==> config.mk <==
export PLATFORM = sky130hd
export DESIGN_NAME = rv32i_system_unit_flat
export DESIGN_NICKNAME = d
export VERILOG_FILES = /design/src/rtl/rv32i_system_unit_if.sv /design/src/rtl/rv32i_system_unit.sv /design/src/flat_wrapper.sv
export SDC_FILE = /design/constraint.sdc
export NUM_CORES = 1
export LEC_CHECK = 0
export BUFFER_PORTS_ARGS = -buffer_cell sky130_fd_sc_hd__buf_2
export CAP_MARGIN = 20
export CELL_PAD_IN_SITES_DETAIL_PLACEMENT = 0
export CELL_PAD_IN_SITES_GLOBAL_PLACEMENT = 1
export CORE_MARGIN = 5
export CORE_UTILIZATION = 30
export CTS_BUF_LIST = sky130_fd_sc_hd__clkbuf_4 sky130_fd_sc_hd__clkbuf_8
export CTS_CLUSTER_SIZE = 24
export DETAILED_ROUTE_END_ITERATION = 10
export GPL_TIMING_DRIVEN = 0
export PLACE_DENSITY_LB_ADDON = 0.1
export SLEW_MARGIN = 5
export SYNTH_ARGS = -nofsm -noshare
export SYNTH_HDL_FRONTEND = slang
export SYNTH_SLANG_ARGS = --single-unit
==> constraint.sdc <==
create_clock -name clk -period 2.9 [get_ports clk]
set_clock_uncertainty 0.05 [all_clocks]
set_input_delay 0 -clock clk [delete_from_list [all_inputs] [get_ports clk]]
set_output_delay 0 -clock clk [all_outputs]
set_load 0.01 [all_outputs]
==> src/rtl/rv32i_system_unit_if.sv <==
// Command/result handshake bundle between decode, the SYSTEM unit and writeback/trap logic.
// The master side offers SYSTEM instructions and consumes results; the slave side is the unit.
interface rv32i_system_unit_if;
  logic        cmd_valid;
  logic        cmd_ready;
  logic [2:0]  cmd_funct3;
  logic [11:0] cmd_funct12;
  logic [4:0]  cmd_rs1;
  logic [4:0]  cmd_rd;
  logic        result_valid;
  logic        result_ready;
  logic [4:0]  result_rd;
  logic [31:0] result_data;
  logic        result_exception;
  logic [3:0]  result_cause;

  modport master (
    output cmd_valid, cmd_funct3, cmd_funct12, cmd_rs1, cmd_rd, result_ready,
    input  cmd_ready, result_valid, result_rd, result_data, result_exception, result_cause
  );

  modport slave (
    input  cmd_valid, cmd_funct3, cmd_funct12, cmd_rs1, cmd_rd, result_ready,
    output cmd_ready, result_valid, result_rd, result_data, result_exception, result_cause
  );
endinterface

==> src/rtl/rv32i_system_unit.sv <==
// RV32I SYSTEM-opcode unit: owns the cycle/time/instret counters, services read-only counter
// CSR reads and turns ECALL/EBREAK/illegal SYSTEM encodings into trap responses.
module rv32i_system_unit #(
  parameter int unsigned TIME_DIVIDER  = 1,
  parameter logic [63:0] CYCLE_RESET   = 64'h0,
  parameter logic [63:0] INSTRET_RESET = 64'h0
) (
  input  logic                 clk,
  input  logic                 rst_n,
  input  logic                 retire,
  rv32i_system_unit_if.slave   bus
);

  localparam int unsigned PW = (TIME_DIVIDER > 1) ? $clog2(TIME_DIVIDER) : 1;
  localparam logic [PW-1:0] PRESCALE_LAST = PW'(TIME_DIVIDER - 1);

  localparam logic [3:0] CAUSE_ILLEGAL = 4'd2;
  localparam logic [3:0] CAUSE_BREAK   = 4'd3;
  localparam logic [3:0] CAUSE_ECALL   = 4'd11;

  typedef enum logic {IDLE, RESP} state_t;

  logic [63:0]   cycle_q, cycle_d;
  logic [63:0]   time_q, time_d;
  logic [63:0]   instret_q, instret_d;
  logic [PW-1:0] prescale_q, prescale_d;
  logic          time_tick;

  state_t        state_q;
  logic          cmd_ready_q;
  logic          result_valid_q;
  logic [4:0]    result_rd_q;
  logic [31:0]   result_data_q;
  logic          result_exception_q;
  logic [3:0]    result_cause_q;

  logic [31:0]   csr_val;
  logic          csr_hit;
  logic          dec_exception;
  logic [3:0]    dec_cause;
  logic [31:0]   dec_data;

  // Counters free-run in every FSM state; 64-bit adds wrap naturally.
  assign time_tick  = (prescale_q == PRESCALE_LAST);
  assign prescale_d = time_tick ? '0 : prescale_q + 1'b1;
  assign cycle_d    = cycle_q + 64'd1;
  assign time_d     = time_tick ? time_q + 64'd1 : time_q;
  assign instret_d  = retire ? instret_q + 64'd1 : instret_q;

  // NOTE: sequential state uses non-blocking assignments so every register samples pre-edge values.
  always_ff @(posedge clk or negedge rst_n) begin
    if (!rst_n) begin
      cycle_q    <= CYCLE_RESET;
      time_q     <= 64'h0;
      instret_q  <= INSTRET_RESET;
      prescale_q <= '0;
    end else begin
      cycle_q    <= cycle_d;
      time_q     <= time_d;
      instret_q  <= instret_d;
      prescale_q <= prescale_d;
    end
  end

  // NOTE: every always_comb output gets a default first, so no path leaves it unassigned (no latch).
  always_comb begin
    csr_hit = 1'b1;
    csr_val = '0;
    case (bus.cmd_funct12)
      12'hC00: csr_val = cycle_q[31:0];
      12'hC80: csr_val = cycle_q[63:32];
      12'hC01: csr_val = time_q[31:0];
      12'hC81: csr_val = time_q[63:32];
      12'hC02: csr_val = instret_q[31:0];
      12'hC82: csr_val = instret_q[63:32];
      default: csr_hit = 1'b0;
    endcase

    dec_exception = 1'b1;
    dec_cause     = CAUSE_ILLEGAL;
    dec_data      = '0;
    case (bus.cmd_funct3)
      3'd0: begin
        if (bus.cmd_rs1 == 5'd0 && bus.cmd_funct12 == 12'h000)      dec_cause = CAUSE_ECALL;
        else if (bus.cmd_rs1 == 5'd0 && bus.cmd_funct12 == 12'h001) dec_cause = CAUSE_BREAK;
      end
      // Set/clear forms with a zero source are pure reads; anything else would write a read-only CSR.
      3'd2, 3'd3, 3'd6, 3'd7: begin
        if (bus.cmd_rs1 == 5'd0 && csr_hit) begin
          dec_exception = 1'b0;
          dec_cause     = 4'd0;
          dec_data      = csr_val;
        end
      end
      default: ;
    endcase
  end

  always_ff @(posedge clk or negedge rst_n) begin
    if (!rst_n) begin
      state_q            <= IDLE;
      cmd_ready_q        <= 1'b1;
      result_valid_q     <= 1'b0;
      result_rd_q        <= '0;
      result_data_q      <= '0;
      result_exception_q <= 1'b0;
      result_cause_q     <= '0;
    end else begin
      case (state_q)
        IDLE: begin
          if (bus.cmd_valid) begin
            state_q            <= RESP;
            cmd_ready_q        <= 1'b0;
            result_valid_q     <= 1'b1;
            result_rd_q        <= bus.cmd_rd;
            result_data_q      <= dec_data;
            result_exception_q <= dec_exception;
            result_cause_q     <= dec_cause;
          end
        end
        RESP: begin
          if (bus.result_ready) begin
            state_q        <= IDLE;
            cmd_ready_q    <= 1'b1;
            result_valid_q <= 1'b0;
          end
        end
        default: state_q <= IDLE;
      endcase
    end
  end

  assign bus.cmd_ready        = cmd_ready_q;
  assign bus.result_valid     = result_valid_q;
  assign bus.result_rd        = result_rd_q;
  assign bus.result_data      = result_data_q;
  assign bus.result_exception = result_exception_q;
  assign bus.result_cause     = result_cause_q;

endmodule

==> src/flat_wrapper.sv <==
// flat-port wrapper written by rule: the top's interface ports become plain ports
module rv32i_system_unit_flat 
#(
  parameter int unsigned TIME_DIVIDER  = 1,
  parameter logic [63:0] CYCLE_RESET   = 64'h0,
  parameter logic [63:0] INSTRET_RESET = 64'h0
)
  (clk, rst_n, retire, bus_cmd_valid, bus_cmd_funct3, bus_cmd_funct12, bus_cmd_rs1, bus_cmd_rd, bus_result_ready, bus_cmd_ready, bus_result_valid, bus_result_rd, bus_result_data, bus_result_exception, bus_result_cause);
  rv32i_system_unit_if bus_i ();
  input  logic clk;
  input  logic rst_n;
  input  logic retire;
  input wire logic [$bits(bus_i.cmd_valid)-1:0] bus_cmd_valid;
  input wire logic [$bits(bus_i.cmd_funct3)-1:0] bus_cmd_funct3;
  input wire logic [$bits(bus_i.cmd_funct12)-1:0] bus_cmd_funct12;
  input wire logic [$bits(bus_i.cmd_rs1)-1:0] bus_cmd_rs1;
  input wire logic [$bits(bus_i.cmd_rd)-1:0] bus_cmd_rd;
  input wire logic [$bits(bus_i.result_ready)-1:0] bus_result_ready;
  output wire logic [$bits(bus_i.cmd_ready)-1:0] bus_cmd_ready;
  output wire logic [$bits(bus_i.result_valid)-1:0] bus_result_valid;
  output wire logic [$bits(bus_i.result_rd)-1:0] bus_result_rd;
  output wire logic [$bits(bus_i.result_data)-1:0] bus_result_data;
  output wire logic [$bits(bus_i.result_exception)-1:0] bus_result_exception;
  output wire logic [$bits(bus_i.result_cause)-1:0] bus_result_cause;
  assign bus_i.cmd_valid = bus_cmd_valid;
  assign bus_i.cmd_funct3 = bus_cmd_funct3;
  assign bus_i.cmd_funct12 = bus_cmd_funct12;
  assign bus_i.cmd_rs1 = bus_cmd_rs1;
  assign bus_i.cmd_rd = bus_cmd_rd;
  assign bus_i.result_ready = bus_result_ready;
  assign bus_cmd_ready = bus_i.cmd_ready;
  assign bus_result_valid = bus_i.result_valid;
  assign bus_result_rd = bus_i.result_rd;
  assign bus_result_data = bus_i.result_data;
  assign bus_result_exception = bus_i.result_exception;
  assign bus_result_cause = bus_i.result_cause;
  rv32i_system_unit #(.TIME_DIVIDER(TIME_DIVIDER), .CYCLE_RESET(CYCLE_RESET), .INSTRET_RESET(INSTRET_RESET)) u_core (.clk(clk), .rst_n(rst_n), .retire(retire), .bus(bus_i));
endmodule
# After elaboration in Yosys (flattened, before gate mapping)
# Index checks and enable logic that the tools add are counted.
# classes
muxes	20
eq_ne	13
n_reduce_logical	10
n_addsub	4
bitwise_logic	1
# ops
op	count
$add 64x1->64 const B	3
$pmux 32 s6	1
$eq 12x12->1 const B	6
$mux 32	2
$eq 12x1->1 const B	1
$logic_not 12->1	1
$mux 1	11
$pmux 4 s2	1
$eq 3x2->1 const B	2
$eq 3x3->1 const B	2
$pmux 1 s2	3
$reduce_or 6->1	1
$logic_not 5->1	1
$mux 4	1
$ne 2x2->1 const B	2
$reduce_and 2->1	2
$reduce_or 4->1	1
$logic_and 1x1->1	3
$logic_not 3->1	1
$mux 2	1
$add 1x1->1 const B	1
$not 1->1	1
# word_totals
output_inout_bits	44
input_bits	30
word_cells	59
register_bits	238

# Logic depth before layout (Yosys ltp)
# Gate-level depths: netlist of run 1.
# depth
depth_word	6
mapped_depth	8
mapped_depth_nobuf	6

# Least setup slack after synthesis of run 1
# No wires, ideal clock.
# synth_path
kind	register to register
start	register u_core.cycle_q[0]
end	register u_core.cycle_q[34]
t_required_ns	2.771
period_less_slack_ns	2.015
t_arrival_ns	1.886
stages_incl_launch_ff	8
path_slack_ns	0.885
setup_time_ns	0.079
n_path_buf	1
cell_sequence	dfrtp_1 ha_1 nand3_1 or3_1 clkbuf_1 nor3_4 and3_1 xor2_1
# synth_via
elab_chain_cells	1
# synth_lines
item	line_no	rtl
start: declaration	rv32i_system_unit.sv:23	logic [63:0] cycle_q, cycle_d;
start signal: assignment	rv32i_system_unit.sv:58	cycle_q <= cycle_d;
$add 64x1->64	rv32i_system_unit.sv:46	assign cycle_d = cycle_q + 64'd1;
net u_core.cycle_d[34]	rv32i_system_unit.sv:23	
# The timed path passes the listed nets, and every way through them passes these cells.
# A chain may end at the register's enable or synchronous reset.

# Worst setup path after layout of run 1
# layout_path
start	input port bus_cmd_funct12[6]
end	register u_core.result_data_q[23] (netlist: u_core.bus.result_data[23])
# layout_via
elab_chain_cells	6
elab_cells_between_ends	12
cone_classes	eq/ne (6); mux (4); reduce/logical (2)
# layout_lines
item	line_no	rtl
start: declaration	flat_wrapper.sv:15	input wire logic [$bits(bus_i.cmd_funct12)-1:0] bus_cmd_funct12;
$eq 12x12->1	rv32i_system_unit.sv:69	case (bus.cmd_funct12)
$reduce_or 6->1 (no source line)	--	
$mux 1	rv32i_system_unit.sv:69	
$logic_and 1x1->1	rv32i_system_unit.sv:89	if (bus.cmd_rs1 == 5'd0 && csr_hit) begin
$mux 32 (*)	rv32i_system_unit.sv:89	
$mux 32 (*)	rv32i_system_unit.sv:82	case (bus.cmd_funct3)
end signal: assignment	rv32i_system_unit.sv:116	result_data_q <= dec_data;
end: declaration	rv32i_system_unit.sv:33	logic [31:0] result_data_q;
# Every way passes the cells marked *; elsewhere a longest branch is shown, timed or not.

==> results of run 1 <==
[area by class of cell]
cell class,count,area [um^2]
Clock buffer,82,972
Tap cell,518,648
Buffer,36,159
Sequential cell,236,5910
Multi-Input combinational cell,838,5570
Fill cell,3932,24600
Clock inverter,2,35.0
Inverter,20,75.1
Timing Repair Buffer,103,726
[power by group]
part / switching (mW) / internal [mW] / total [mW]
Sequential: 0.105 / 3.37 / 3.47
Combinational: 0.257 / 0.166 / 0.422
Clock: 1.48 / 2.17 / 3.65
[per-stage QoR]
step	TNS [ps]	utilization (%)	setup WS, ps	hold slack [ps]
after floorplan	0	-	885	-346
after global placement	-690070	32.9	-2970	142
after detailed placement	0	33.1	25.3	-144
after CTS	0	36.4	168	3.73
after global routing	0	36.5	31.1	55.6
final	0	36.5	194	30.2
[layout by cell type (no fill, tap or decap), types with 4 or more instances in the layout]
cell and instances:
a221oi_1 24, dlygate4sd3_1 28, nor3_1 33, o21ai_0 34
clkbuf_8 57, buf_2 78, a21oi_1 10, nand2_1 137
clkbuf_1 24, inv_1 20, and4_1 17, nand3_1 68
nand4_1 63, and2_1 7, mux2i_1 55, nor2b_1 4
a22oi_1 10, xor2_1 68, nor4_1 21, o22ai_1 27
mux2_2 6, xnor2_1 119, clkbuf_4 25, and3_1 24
nand2b_1 4, or3_1 5, dfrtp_1 235, nor2_1 64
[path summary, 6_finish.rpt]
path / endpoint / from
max: u_core.bus.result_data[23] / bus_cmd_funct12[6]
min: u_core.bus.result_data[27] / bus_cmd_funct12[0]
max reg2reg: u_core.instret_q[58] / u_core.instret_q[31]
min reg2reg: u_core.bus.result_data[14] / u_core.bus.result_data[14]
max in group asynchronous: u_core.instret_q[22] / rst_n
min in group asynchronous: u_core.cycle_q[45] / rst_n
[sequential cells by signal, summed over array words and instances (netlist names)]
name,cells
u_core.cycle_q,64
u_core.instret_q,64
u_core.time_q,64
u_core.bus.result_data,32
u_core.bus.result_rd,5
u_core.bus.result_cause,3
u_core.bus.cmd_ready,1
u_core.bus.result_exception,1
u_core.bus.result_valid,1
u_core.state_q,1
[routing by layer]
| metal | track usage [%] | vias up | routed length (um) |
|---|---|---|---|
| li1 | - | 4371 | - |
| met1 | 24.6 | 4555 | 17800 |
| met2 | 27.0 | 155 | 17000 |
| met3 | 2.72 | 50 | 1270 |
| met4 | 4.77 | 0 | 707 |
| met5 | 0 | - | 0 |
[critical path, cell delays in order]
cell	delay (ps)
dlygate4sd3_1	540
buf_2	120
nor2_1	60
dlygate4sd3_1	540
nand2_1	100
dlygate4sd3_1	590
nor4_1	930
a22oi_1	130
o21ai_0	140
[logic make-up after synthesis]
kind of cell | Yosys count
AOI/OAI and AO/OA | 108
other | 1
xor gates and xnor gates | 187
and+or+nand+nor | 476
buffers and inverters | 56
DFF | 236
adders and majority gates | 3
muxes | 63
==> results, run 1 <==
- The number of cells produced by synthesis is approximately 1100.
- The leakage power summed over all cells is 6.26 nW.
- The number of vias per cell is ~5.
- The share of async-settable or async-resettable flops after synthesis is 100%.
- The root buffer cell is clkbuf_8.
- The multiplexer area fraction after synthesis is 5.67%.
- The leading area contributor after synthesis is dfrtp_1.
- After synthesis, the largest family of logic cells by area is simple AND/OR/NAND/NOR gates.
- The floorplan step defined a die boundary enclosing 43100 um^2.
- The clock-pin slew reported for the worst setup and hold paths after clock tree synthesis is 60 ps.
- Post-CTS repair changed the size of 0 cells.
- The register area share after synthesis is 50.5%.
- The initial antenna violation count came to 0.
- The number of rows in the core area is 72.
- The count of nets left with antenna violations after detail routing is 0.
- The number of sinks handled by clock tree synthesis is ~240.
- The type of destination of the critical path is a flip-flop.
- The adder-cell share of the synthesized area is 0.321%.
- The signal arrival time at the worst endpoint is 3160 ps.
- Static timing analysis puts the maximum clock frequency at 369 MHz.
- For this run, the total global-route usage over all layers was measured as 17.2%.
- The slew of the pin with the lowest slew margin is 1090 ps.
- The initial core utilization is 30.3%.
- The number of warnings issued by yosys is 0.
- Dividing total power by cell area gives a power density of around 540 nW/um^2.
- The simple-gate share of the synthesized area is between 20% and 30%.
- Sorting the synthesized cells by area gives the leading types as dfrtp_1 50%, xnor2_1 8.9%, xor2_1 5.1%, mux2i_1 4.7%, nand2_1 4.4%.
- The number of pins with negative max-slew slack in the final report came to 0.
- The most used flip-flop cell after synthesis is dfrtp_1.
- For the worst flop-to-flop path, the logic depth is 5.
- The setup-violating endpoint count in the final report is 0.
- Summing the areas of all compound-gate instances in the mapped netlist gives 5.95% of the synthesized area.
- The number of enable flip-flop cells after synthesis is 0.
- The post-synth design cell area is 11700 um^2.
- The total wire length after detailed routing is 36800 um.
- The pre-antenna-repair detailed-routing pass consisted of 5 iterations.
- Summed over all layers, the global routing overflow is 0.
- The number of different library cells used by synthesis comes to 52.
- The average wire length per cell after detail routing is 20.0 um.
- The count of maximum capacitance violations is 0.
- The number of global-route vias before repair is approximately 9500.
- The largest net degree at the start of global routing is between 100 and 150.
- The final critical-path required period is 2710 ps.
- The worst hold path belongs to the class input port to flip-flop.
- The worst hold path was traced through 6 stages.
- The area share of the largest cell type after synthesis is about half.
- The area growth from synthesis to layout is 20.4%.
- At the worst endpoint, the required time is 3350 ps.
- The detailed router's first-iteration violation count is 528.
- By count the netlist is led by 235 x dfrtp_1, 137 x nand2_1, 119 x xnor2_1.
- For this run, the number of standard cells in the final layout without fillers is approximately 1800.
- The wire-length estimate of the detail-placed layout is 26900 um.
- The number of buffers created by CTS is 47.
- Of the total synthesized cell area, the portion taken by XOR and XNOR cells is between 10 and 15%.
- The die is 208 um wide.
- The number of placed instances, taps included is 1722.
- After detailed routing, the number of remaining DRC violations is 0.
- The final instance area is about 14000 um^2.
- The first global-routing pass estimated 58300 um of wire.
- The startpoint type of the worst setup path is an input port.
- The area of placed instances is roughly 13000 um^2.
- The buffer count from post-CTS setup fixing is 0.
- The number of antenna cells inserted is 0.
- The top fanout value on the critical path is 4.
- The design draws between 7 and 8 mW.
- The area inside the core boundary is 38600 um^2.
- In the final layout, the share of cells above drive strength 1 is 15.0%.
- In the final design database the tool counted 1315 nets.
- The port buffer count is 72.
- The hold violation total from the final report is 0.
- The number of buffers on the longest clock path is 3.
- The total vias in the final route is 9131.
- The run finished with clean final reports.
- The total number of H-tree levels is 2.
- Counting every net in the synthesized netlist gives 1163.
- In this run the vertical extent of the chip is approximately 210 um.
- After clock tree synthesis, the flow added hold-fix buffers numbering 29.
- 74 I/O pins were placed.
- At the later pin of the worst-skew pair, clock insertion delay measures 590 ps.
- At the end of routability-driven placement, the weighted congestion stood at about 0.8.
- Setup repair after global routing left no endpoint under its margin.
- Across the VDD grid, the largest voltage drop is 0.325 mV.
- After layout, the worst path uses just over 90% of the clock period.
- Measured against its own limit, the worst slew margin works out to 26.8%.
- TritonCTS built the clock tree.
- Averaged over all synthesized cells, the footprint is 10.4 um^2.
- By startpoint and endpoint, the worst setup path is classified as input port to flip-flop.
- The count of state elements after synthesis is 236.
- Yosys instantiated no cell more often than dfrtp_1.
- The internal reg-to-reg setup slack is ~330 ps.
(Power assumes the default switching activity.)
==> inputs of run 2 (changes only) <==
--- a/config.mk
+++ b/config.mk
@@ -9,7 +9,7 @@
 export CAP_MARGIN = 20
 export CELL_PAD_IN_SITES_DETAIL_PLACEMENT = 0
 export CELL_PAD_IN_SITES_GLOBAL_PLACEMENT = 1
-export CORE_MARGIN = 5
+export CORE_MARGIN = 1.5
 export CORE_UTILIZATION = 30
 export CTS_BUF_LIST = sky130_fd_sc_hd__clkbuf_4 sky130_fd_sc_hd__clkbuf_8
 export CTS_CLUSTER_SIZE = 24
==> run 2 against run 1 <==
First-iteration DRC count is 19% lower. Via count is 0.57% lower. Critical path depth is 1 lower. Clock-buffer cell count is 6 lower. Hold slack better by 71 ps. Routed wire length is 0.63% lower. Largest cell class unchanged. Largest power group unchanged.
==> results, run 2 (synthesis gave the netlist of run 1 again) <==
- The pre-CTS setup slack is 60.4 ps (+35.0 ps).
- The largest vdd supply drop is 0.309 mV (-5.0%).
- The number of antenna cells inserted is 0 (unchanged).
- The total number of H-tree levels is 2 (unchanged).
- The root buffer cell is clkbuf_8.
- The number of rows in the core area is 72 (unchanged).
- The number of remaining DRC errors is 0 (unchanged).
- The setup-violating endpoint count in the final report is 0 (unchanged).
- The logic depth of the worst register-to-register path came to 5 (unchanged).
- The area inside the core boundary is 38600 um^2 (-0.23%).
- The top fanout value on the critical path was 9 (+5).
- The overall track demand over capacity in global routing is 18.4% (+1.3 points).
- The commonest non-fill, non-tap cell in the layout is dfrtp_1.
- The critical path ends at u_core.bus.result_data[27].
- The critical path starts at bus_cmd_funct12[3].
- The critical path is of the input port to flip-flop type.
- The power density relative to cell area is 528 nW/um^2 (-1.2%).
- The number of buffers on the longest clock path is 3 (unchanged).
- The final period utilization is 94.3% (+1.0 points).
- The leakage power summed over all cells is 6.28 nW (+0.28%).
- The power share of the clock group is 47.9% (-0.5 points).
- The TritonCTS clock tree is yes.
- The non-filler instance count after layout came to 1837 (+0.11%).
- The port buffer count is 72 (unchanged).
- The area growth from synthesis to layout is 20.7%.
- The net switching fraction of the power is 24.7% (+0.34 points).
- The overall die width is 201 um (-3.4%).
- The path class of the lowest-slack min-delay path is input port to flip-flop.
- The hold violation total from the final report is 0 (unchanged).
- The half-perimeter wire length after placement is 26600 um (-1.3%).
- The total vias in the final route came to 9079 (-0.57%).
- The slew of the pin with the lowest slew margin is 1070 ps (-20.6 ps).
- The number of placed instances, taps included is 1723 (+0.058%).
- The net load switching power is 1.85 mW (+0.34%).
- The initial antenna violation count is 0 (unchanged).
- The final instance area is 14100 um^2 (+0.21%).
- The run finished with clean final reports.
- The total wire length after detailed routing is 36500 um (-0.63%).
- The clock-pin slew reported for the worst setup and hold paths after clock tree synthesis is 50 ps (about the same).
- The headroom to the max-slew limit was 28.7% (+1.9 points).
- The startpoint type of the worst setup path is an input port.
- The number of vias per cell came to 4.94 (-0.68%).
- The number of buffers created by CTS is 45 (-4.3%).
- The buffer count from post-CTS setup fixing is 0 (unchanged).
- The internal cell power is 5.62 mW (-1.5%).
- The number of global-route vias before repair is 9270 (-2.3%).
- The worst setup path is captured at a flip-flop.
- The count of maximum capacitance violations is 0 (unchanged).
- The area of placed instances is 12800 um^2 (about the same).
- The required time at the worst-slack endpoint is 3370 ps (+20 ps).
- The number of nets in the layout is 1320 (+0.38%).
- The internal reg-to-reg setup slack is 270 ps (-60 ps).
- The part of the total power dissipated in combinational logic is 5.7% (about the same).
- The library cells used most frequently in the layout, excluding fill and tap cells, are 235 x dfrtp_1, 137 x nand2_1, 119 x xnor2_1, 79 x buf_2.
- The smallest setup slack after layout is 165 ps (-29.0 ps).
- The number of pins with negative max-slew slack in the final report came to 0 (unchanged).
- Setup repair after global routing left no endpoint under its margin.
- The share of total power in sequential cells is 46.4% (+0.4 points).
- The last weighted congestion value of the routability-driven placer was 0.769 (-4.5%).
- The clock latency on the worst-skew pair is 610 ps (+20 ps).
- The final critical-path required period came to 2740 ps (+29.0 ps).
- The largest registers in the layout are u_core.cycle_q (64), u_core.instret_q (64), u_core.time_q (64).
- In this run the critical register-to-register path is captured at u_core.instret_q[58].
- The fraction of layout instances using a drive strength above 1 is 14.6% (-0.40 points).
- The wire length of the first global-routing pass is 56900 um (-2.5%).
- The count of cells resized by post-cts repair is 0 (unchanged).
- The critical register-to-register path startpoint is u_core.instret_q[31].
- The highest clock frequency the design can meet is 366 MHz (-1.1%).
- The power consumption is 7.46 mW (-1.0%).
- The total iterations of the first detailed-routing run is 5 (unchanged).
- The average wire length per cell after detail routing was 19.9 um (-0.74%).
- The remaining global-route overflow is 0 (unchanged).
- The initial core utilization is 30.4% (+0.071 points).
- The detailed router's first-iteration violation count is 430 (-19%).
- The largest net degree at the start of global routing is 87 (-16%).
- The count of nets left with antenna violations after detail routing is 0 (unchanged).
- The number of sinks handled by clock tree synthesis was 236 (unchanged).
- The die area is 40200 um^2 (-6.6%).
- The count of boundary I/O pins is 74 (unchanged).
- The signal arrival time at the worst endpoint is 3200 ps (+40 ps).
- The y dimension of the die came to 201 um (-3.4%).
## run 2: worst min path at each step
stage	start	to	slack (ps)	cells after the start
2_1_floorplan	rst_n	u_core.bus.result_cause[0]	-350	0
3_3_place_gp	bus_cmd_rd[3]	u_core.bus.result_rd[3]	140	3
3_5_place_dp	rst_n	u_core.bus.result_data[12]	-30	1
4_1_cts	bus_result_ready	u_core.state_q	40	3
5_1_grt	bus_result_ready	u_core.state_q	80	3
6_report	bus_result_ready	u_core.state_q	100	3
## run 2: cell type report
class / count / area, um^2
Sequential cell: 236 / 5910
Clock buffer: 76 / 921
Timing Repair Buffer: 110 / 798
Inverter: 20 / 75.1
Clock inverter: 3 / 50.0
Fill cell: 3991 / 24400
Tap cell: 518 / 648
Multi-Input combinational cell: 838 / 5560
Buffer: 36 / 159
## run 2: repair_timing
| item | in CTS | in global routing |
|---|---|---|
| hold buffers | 35 | 0 |
| endpoints found under the hold margin | 266 | 0 |
| endpoints found under the setup margin | 0 | 0 |
## run 2: worst max-delay path, cell delays in order
cell,delay (ps)
dlygate4sd3_1,550
buf_2,160
nor3_1,720
nand2_1,510
nor3_1,390
dlygate4sd3_1,610
a21oi_1,90
a22oi_1,160
## run 2: layer usage
metal	vias up	GRT usage (%)	routed length, um
met5	-	0	0
met4	0	4.32	522
met3	44	3.36	1270
met2	147	29.4	17000
met1	4515	25.9	17700
li1	4373	-	-
## run 2: stage by stage
stage	TNS (ps)	hold slack, ps	util (%)
after global placement	-672310	142	33.0
after detailed placement	0	-30.8	33.2
final	0	101	36.6
after floorplan	0	-346	-
after global routing	0	78.1	36.6
after CTS	0	37.0	36.6
## run 2: power by group through the flow
stage / logic [mW] / registers [mW] / clock network [mW]
6_report: 0.427 / 3.46 / 3.57
5_1_grt: 0.479 / 3.47 / 3.86
4_1_cts: 0.438 / 3.46 / 3.70
3_5_place_dp: 0.396 / 3.52 / 0
3_3_place_gp: 0.384 / 3.52 / 0
2_1_floorplan: 0.185 / 3.50 / 0
